File: src/rtl/pcie_recep.sv
// pcie_recep: receive end of the two-lane transmit path.
// Buffers lanes D0/D1 in small FIFOs, raises per-lane pause when a buffer
// reaches a programmable threshold, merges both lanes round-robin into one
// registered output stream, and tracks status with an INIT/IDLE/ACTIVE/ERROR FSM.
// Optional build macro: RECEP_STATS_EN adds per-lane output word counters
// (cnt_d0, cnt_d1).
module pcie_recep #(
    parameter int DATA_WIDTH = 6,
    parameter int DEPTH      = 4,
    parameter int ADDR_W     = 2,
    parameter int UMBRAL_DEF = 1
) (
    input  logic                  clk,
    input  logic                  reset,
    input  logic                  init,
    input  logic [ADDR_W:0]       umbral_in,
    input  logic                  valid_d0,
    input  logic [DATA_WIDTH-1:0] data_d0,
    input  logic                  valid_d1,
    input  logic [DATA_WIDTH-1:0] data_d1,
    input  logic                  ready_out,
    output logic                  pausa_d0,
    output logic                  pausa_d1,
    output logic [DATA_WIDTH-1:0] data_out,
    output logic                  valid_out,
    output logic                  out_lane,
    output logic                  idle_out,
    output logic                  active_out,
    output logic                  error_out,
    output logic [1:0]            error_id
`ifdef RECEP_STATS_EN
    ,
    output logic [7:0]            cnt_d0,
    output logic [7:0]            cnt_d1
`endif
);

    typedef enum logic [1:0] {
        ST_INIT   = 2'd0,
        ST_IDLE   = 2'd1,
        ST_ACTIVE = 2'd2,
        ST_ERROR  = 2'd3
    } state_t;

    localparam logic [ADDR_W:0]   FULL_CNT = (ADDR_W+1)'(DEPTH);
    localparam logic [ADDR_W+1:0] DEPTH_W  = (ADDR_W+2)'(DEPTH);

    state_t                  state_q;
    logic [ADDR_W:0]         umbral_q;
    logic                    last_q;

    // Per-lane FIFO storage and bookkeeping, index 0 = D0, 1 = D1.
    logic [DATA_WIDTH-1:0]   mem_q    [2][DEPTH];
    logic [ADDR_W-1:0]       wr_ptr_q [2];
    logic [ADDR_W-1:0]       rd_ptr_q [2];
    logic [ADDR_W:0]         count_q  [2];
    logic [ADDR_W-1:0]       wr_ptr_d [2];
    logic [ADDR_W-1:0]       rd_ptr_d [2];
    logic [ADDR_W:0]         count_d  [2];

    logic [DATA_WIDTH-1:0]   data_in_s [2];
    logic [1:0]              valid_in_s;
    logic [1:0]              nonempty_s;
    logic [1:0]              full_s;
    logic [1:0]              tent_pop_s;
    logic [1:0]              err_s;
    logic                    run_s;
    logic                    op_ok_s;
    logic [1:0]              push_s;
    logic [1:0]              pop_s;
    logic                    pop_lane_s;
    logic [DATA_WIDTH-1:0]   pop_word_s;
    logic [ADDR_W+1:0]       level0_s;
    logic [ADDR_W+1:0]       level1_s;

    assign data_in_s[0] = data_d0;
    assign data_in_s[1] = data_d1;
    assign valid_in_s   = {valid_d1, valid_d0};
    assign run_s        = (state_q == ST_IDLE) || (state_q == ST_ACTIVE);

    // Lane occupancy flags from the registered counts.
    always_comb begin
        for (int l = 0; l < 2; l++) begin
            nonempty_s[l] = (count_q[l] != {(ADDR_W+1){1'b0}});
            full_s[l]     = (count_q[l] == FULL_CNT);
        end
    end

    // Round-robin choice: a lone non-empty lane wins, otherwise the lane not served last.
    always_comb begin
        tent_pop_s = 2'b00;
        if ((state_q == ST_ACTIVE) && ready_out && !init) begin
            if (nonempty_s == 2'b11) begin
                tent_pop_s = last_q ? 2'b01 : 2'b10;
            end else begin
                tent_pop_s = nonempty_s;
            end
        end else begin
            tent_pop_s = 2'b00;
        end
    end

    // Overflow detection and final push/pop enables; an overflow cycle freezes both lanes.
    always_comb begin
        err_s = 2'b00;
        if (run_s) begin
            err_s = valid_in_s & full_s & ~tent_pop_s;
        end else begin
            err_s = 2'b00;
        end
        op_ok_s = run_s && (err_s == 2'b00) && !init;
        if (op_ok_s) begin
            push_s = valid_in_s;
            pop_s  = tent_pop_s;
        end else begin
            push_s = 2'b00;
            pop_s  = 2'b00;
        end
    end

    // Word leaving the selected lane this cycle.
    always_comb begin
        pop_lane_s = pop_s[1];
        if (pop_lane_s) begin
            pop_word_s = mem_q[1][rd_ptr_q[1]];
        end else begin
            pop_word_s = mem_q[0][rd_ptr_q[0]];
        end
    end

    // Next pointers and counts; INIT keeps both lanes flushed.
    always_comb begin
        for (int l = 0; l < 2; l++) begin
            if (state_q == ST_INIT) begin
                wr_ptr_d[l] = {ADDR_W{1'b0}};
                rd_ptr_d[l] = {ADDR_W{1'b0}};
                count_d[l]  = {(ADDR_W+1){1'b0}};
            end else begin
                wr_ptr_d[l] = wr_ptr_q[l] + ADDR_W'(push_s[l]);
                rd_ptr_d[l] = rd_ptr_q[l] + ADDR_W'(pop_s[l]);
                case ({push_s[l], pop_s[l]})
                    2'b10:   count_d[l] = count_q[l] + (ADDR_W+1)'(1);
                    2'b01:   count_d[l] = count_q[l] - (ADDR_W+1)'(1);
                    default: count_d[l] = count_q[l];
                endcase
            end
        end
    end

    // FIFO pointer/count registers.
    always_ff @(posedge clk) begin
        if (reset) begin
            for (int l = 0; l < 2; l++) begin
                wr_ptr_q[l] <= {ADDR_W{1'b0}};
                rd_ptr_q[l] <= {ADDR_W{1'b0}};
                count_q[l]  <= {(ADDR_W+1){1'b0}};
            end
        end else begin
            for (int l = 0; l < 2; l++) begin
                wr_ptr_q[l] <= wr_ptr_d[l];
                rd_ptr_q[l] <= rd_ptr_d[l];
                count_q[l]  <= count_d[l];
            end
        end
    end

    // FIFO storage writes; the read side sees the old word on a same-slot push/pop.
    always_ff @(posedge clk) begin
        if (reset) begin
            for (int l = 0; l < 2; l++) begin
                for (int e = 0; e < DEPTH; e++) begin
                    mem_q[l][e] <= {DATA_WIDTH{1'b0}};
                end
            end
        end else begin
            for (int l = 0; l < 2; l++) begin
                if (push_s[l]) begin
                    mem_q[l][wr_ptr_q[l]] <= data_in_s[l];
                end
            end
        end
    end

    // Registered merged output; data_out and out_lane hold when nothing is popped.
    always_ff @(posedge clk) begin
        if (reset) begin
            valid_out <= 1'b0;
            data_out  <= {DATA_WIDTH{1'b0}};
            out_lane  <= 1'b0;
            last_q    <= 1'b1;
        end else if (pop_s != 2'b00) begin
            valid_out <= 1'b1;
            data_out  <= pop_word_s;
            out_lane  <= pop_lane_s;
            last_q    <= pop_lane_s;
        end else begin
            valid_out <= 1'b0;
        end
    end

    // Control FSM: threshold latch in INIT, sticky overflow flags, error beats init.
    always_ff @(posedge clk) begin
        if (reset) begin
            state_q  <= ST_INIT;
            umbral_q <= (ADDR_W+1)'(UMBRAL_DEF);
            error_id <= 2'b00;
        end else begin
            case (state_q)
                ST_INIT: begin
                    umbral_q <= umbral_in;
                    if (!init) begin
                        state_q <= ST_IDLE;
                    end
                end
                ST_IDLE: begin
                    if (err_s != 2'b00) begin
                        state_q  <= ST_ERROR;
                        error_id <= error_id | err_s;
                    end else if (init) begin
                        state_q <= ST_INIT;
                    end else if (valid_in_s != 2'b00) begin
                        state_q <= ST_ACTIVE;
                    end
                end
                ST_ACTIVE: begin
                    if (err_s != 2'b00) begin
                        state_q  <= ST_ERROR;
                        error_id <= error_id | err_s;
                    end else if (init) begin
                        state_q <= ST_INIT;
                    end else if ((nonempty_s == 2'b00) && (push_s == 2'b00) && !valid_out) begin
                        state_q <= ST_IDLE;
                    end
                end
                ST_ERROR: begin
                    state_q <= ST_ERROR;
                end
                default: begin
                    state_q <= ST_INIT;
                end
            endcase
        end
    end

    assign idle_out   = (state_q == ST_IDLE);
    assign active_out = (state_q == ST_ACTIVE);
    assign error_out  = (state_q == ST_ERROR);

    // Pause when count >= DEPTH - umbral, written as a sum to avoid underflow.
    always_comb begin
        level0_s = {1'b0, count_q[0]} + {1'b0, umbral_q};
        level1_s = {1'b0, count_q[1]} + {1'b0, umbral_q};
        pausa_d0 = (level0_s >= DEPTH_W);
        pausa_d1 = (level1_s >= DEPTH_W);
    end

`ifdef RECEP_STATS_EN
    // Per-lane count of emitted words, wrapping, cleared in INIT.
    always_ff @(posedge clk) begin
        if (reset || (state_q == ST_INIT)) begin
            cnt_d0 <= 8'd0;
            cnt_d1 <= 8'd0;
        end else if (valid_out) begin
            if (out_lane) begin
                cnt_d1 <= cnt_d1 + 8'd1;
            end else begin
                cnt_d0 <= cnt_d0 + 8'd1;
            end
        end
    end
`endif

endmodule

File: config.mk
export PLATFORM = sky130hd
export DESIGN_NAME = pcie_recep
export DESIGN_NICKNAME = d
export VERILOG_FILES = /design/src/rtl/pcie_recep.sv
export SDC_FILE = /design/constraint.sdc
export NUM_CORES = 1
export LEC_CHECK = 0
export CAP_MARGIN = 20
export CORE_MARGIN = 5
export CORE_UTILIZATION = 58
export CTS_CLUSTER_DIAMETER = 80
export DETAILED_ROUTE_END_ITERATION = 10
export PLACE_DENSITY = 0.89
export RECOVER_POWER = 50
export SLEW_MARGIN = 20
export SYNTH_ARGS = -nofsm -noshare
export SYNTH_HDL_FRONTEND = slang
export SYNTH_SLANG_ARGS = --single-unit
File: constraint.sdc
create_clock -name clk -period 9.2 [get_ports clk]
set_clock_uncertainty 0.1 [all_clocks]
set_input_delay 0.92 -clock clk [delete_from_list [all_inputs] [get_ports clk]]
set_output_delay 0.92 -clock clk [all_outputs]
set_load 0.01 [all_outputs]
==> flow_metrics.env <==
export IMPL_use_met2_pct=33.9
export IMPL_worst_pin_slew_ns=1.22
export IMPL_synth_avg_cell_area_um2=12.3
export IMPL_syn_inst=317
export IMPL_start_kind="input port"
export IMPL_cts_max_path_buffers=2
export IMPL_final_util_pct=66.6
export IMPL_tns_ns=0
export IMPL_die_y_um=92.1
export IMPL_wl_per_cell_um=18.3
export IMPL_post_cts_buffers=0
export IMPL_final_cell_mix="edfxtp_1, nor2_1, dfxtp_1"
export IMPL_leakage_uw=0.00171
export IMPL_grt_pass1_vias=2587
export IMPL_synth_edf_count=48
export IMPL_crit_arrival_ns=4.56
export IMPL_dp_hpwl_um=5650
export IMPL_cts_max_level=3
export IMPL_relSlewSlack_pct=18.7
export IMPL_hp_class="flop to flop"
export IMPL_netlist_area_mm2=0.00391
export IMPL_grt_pass1_wl_um=13100
export IMPL_antenna_found_initial=0
export IMPL_initial_core_util_pct=58.6
export IMPL_cts_resized=0
export IMPL_finalMaxSlewViolations=0
export IMPL_min_period_ns=4.65
export IMPL_coreArea_mm2=0.00668
export IMPL_setup_viol=0
export IMPL_irDropWorstVdd_uv=109
export IMPL_setup_slack_ns=4.55
export IMPL_grt_overflow=0
export IMPL_drc=0
export IMPL_wirelength_um=8040
export IMPL_antenna_left=0
export IMPL_clock_tree_root_cell="clkbuf_8"
export IMPL_row_count=30
export IMPL_port_buffer_count=35
export IMPL_rsz0062_at_grt="no"
export IMPL_drive_gt1_share_pct=10.9
export IMPL_worstPathRequired_ns=9.11
export IMPL_instances_no_fill=439
export IMPL_gp_congestion=0.857
export IMPL_synth_fp_nets=354
export IMPL_final_common_cell="edfxtp_1"
export IMPL_grt_start_max_net_pins=29
export IMPL_synth_ff_latch_count=78
export IMPL_drtIter0Drc=140
export IMPL_vias=2534
export IMPL_cts_buffers=9
export IMPL_cap_viol_max_count=0
export IMPL_dieArea_mm2=0.00849
export IMPL_synthToLayoutAreaGrowth_pct=13.7
export IMPL_pwr_density_cell_mw_per_mm2=161
export IMPL_async_flop_share_pct=0
export IMPL_worstSetupPathType="input port to flop"
export IMPL_end_kind="flop"
export IMPL_hold_buffers=0
export IMPL_multi_input_area_mm2=0.00166
export IMPL_finalCritPeriodShare_pct=50.6
export IMPL_synth_cell_type_count=48
export IMPL_clk_pin_slew_ns=0.08
export IMPL_yosysSeqAreaShare_pct=52.2
export IMPL_dp_cells=423
export IMPL_ios=36
export IMPL_clk_latency_ns=0.34
export IMPL_die_x_um=92.1
export IMPL_finalPower_uw=719
export IMPL_diodes=0
export IMPL_path_max_fanout=9
export IMPL_timing_fmax_mhz=215
export IMPL_cts_tree="yes"
export IMPL_grt_busiest_layer="met2"
export IMPL_use_met1_pct=24.7
export IMPL_first_pass_iters=4
export IMPL_cts_sinks=78
export IMPL_use_met3_pct=5.41
export IMPL_synth_main_ff_cell="edfxtp_1"
export IMPL_final_seq_area_mm2=0.00204
export IMPL_nFillCells=495
export IMPL_yosys_warnings=0
export IMPL_status="completed"
export IMPL_grtUsageTotal_pct=20.3
export IMPL_final_hold_violation_count=0
export IMPL_detail_route_vias_per_cell=5.77
export IMPL_nNetsFinal=391
export IMPL_place_ws_ns=5.24
## logic make-up (layout without fill, tap and decap cells)
kind of cell | after synthesis | count (layout) | synth area share, %
buffers and inverters | 29 | 71 | 2.94
and+or+nand+nor | 134 | 134 | 22.4
DFF | 78 | 78 | 52.2
xor gates and xnor gates | 8 | 8 | 1.79
muxes | 18 | 18 | 8.50
AOI/OAI and AO/OA | 34 | 34 | 6.68
adders and majority gates | 16 | 16 | 5.50
## routing by layer
layer / up-vias / routed length [µm]
met5: - / 0
met3: 17 / 394
met1: 1231 / 3240
met4: 0 / 203
li1: 1213 / -
met2: 73 / 4200
## flip-flops by register name, summed over array words and instances (netlist names)
register	count
umbral_q	3
last_q	1
count_q	6
valid_out	1
wr_ptr_q	4
rd_ptr_q	4
error_id	2
mem_q	48
state_q	2
out_lane	1
data_out	6
## synth_stat cells, types with 4 or more instances
cell type / count / area [µm²]
and2_1: 52 / 325
dfxtp_1: 30 / 601
xor2_1: 4 / 35.0
o22ai_1: 4 / 25.0
o21ai_0: 4 / 20.0
and3_1: 4 / 25.0
mux2i_1: 4 / 40.0
nor2_1: 30 / 113
inv_1: 18 / 67.6
a21oi_1: 11 / 55.1
edfxtp_1: 48 / 1440
nand3_1: 4 / 20.0
nor4b_4: 4 / 95.1
nand2_1: 10 / 37.5
xnor2_1: 4 / 35.0
or2_1: 6 / 37.5
clkbuf_1: 6 / 22.5
mux4_2: 12 / 270
ha_1: 14 / 175
## worst max-delay path: stages
cell           delay, ns
dlygate4sd3_1       0.62
and3b_1             0.49
o2111ai_1           0.21
a21boi_0            0.83
nor2_8              0.10
nor4_1              0.98
or2_1               0.41
## stage by stage
| stage | hold WS (ns) | cell area (µm²) |
|---|---|---|
| 6_report | 0.383 | 4450 |
| 2_1_floorplan | 0.381 | 3910 |
| 3_5_place_dp | 0.376 | 4330 |
| 4_1_cts | 0.391 | 4550 |
| 3_3_place_gp | 0.359 | 4330 |
| 5_1_grt | 0.403 | 4450 |
## worst paths after layout
kind | cells past startpoint | endpoint | startpoint | slack (ns)
max | 7 | mem_q[0][20] | init | 4.55
max reg2reg | 8 | mem_q[0][20] | state_q[0] | 5.07
min reg2reg | 2 | error_id[1] | error_id[1] | 0.38
min | 2 | error_id[1] | error_id[1] | 0.38
## cell type report
| cell class | count | share of cell area, % |
|---|---|---|
| multi-input combinational | 210 | 37.4 |
| tap | 80 | 2.25 |
| inverter | 19 | 1.72 |
| clock buffer | 10 | 2.87 |
| sequential | 78 | 45.9 |
| timing repair buffer | 36 | 7.96 |
| clock inverter | 6 | 1.94 |
## report_power, final
part	total (µW)	internal [µW]	switching (µW)
logic	58.2	25.3	32.9
registers	385	381	4.72
clock network	275	152	123
total	719	558	160
Note: power is estimated with default switching activity, not from simulation.
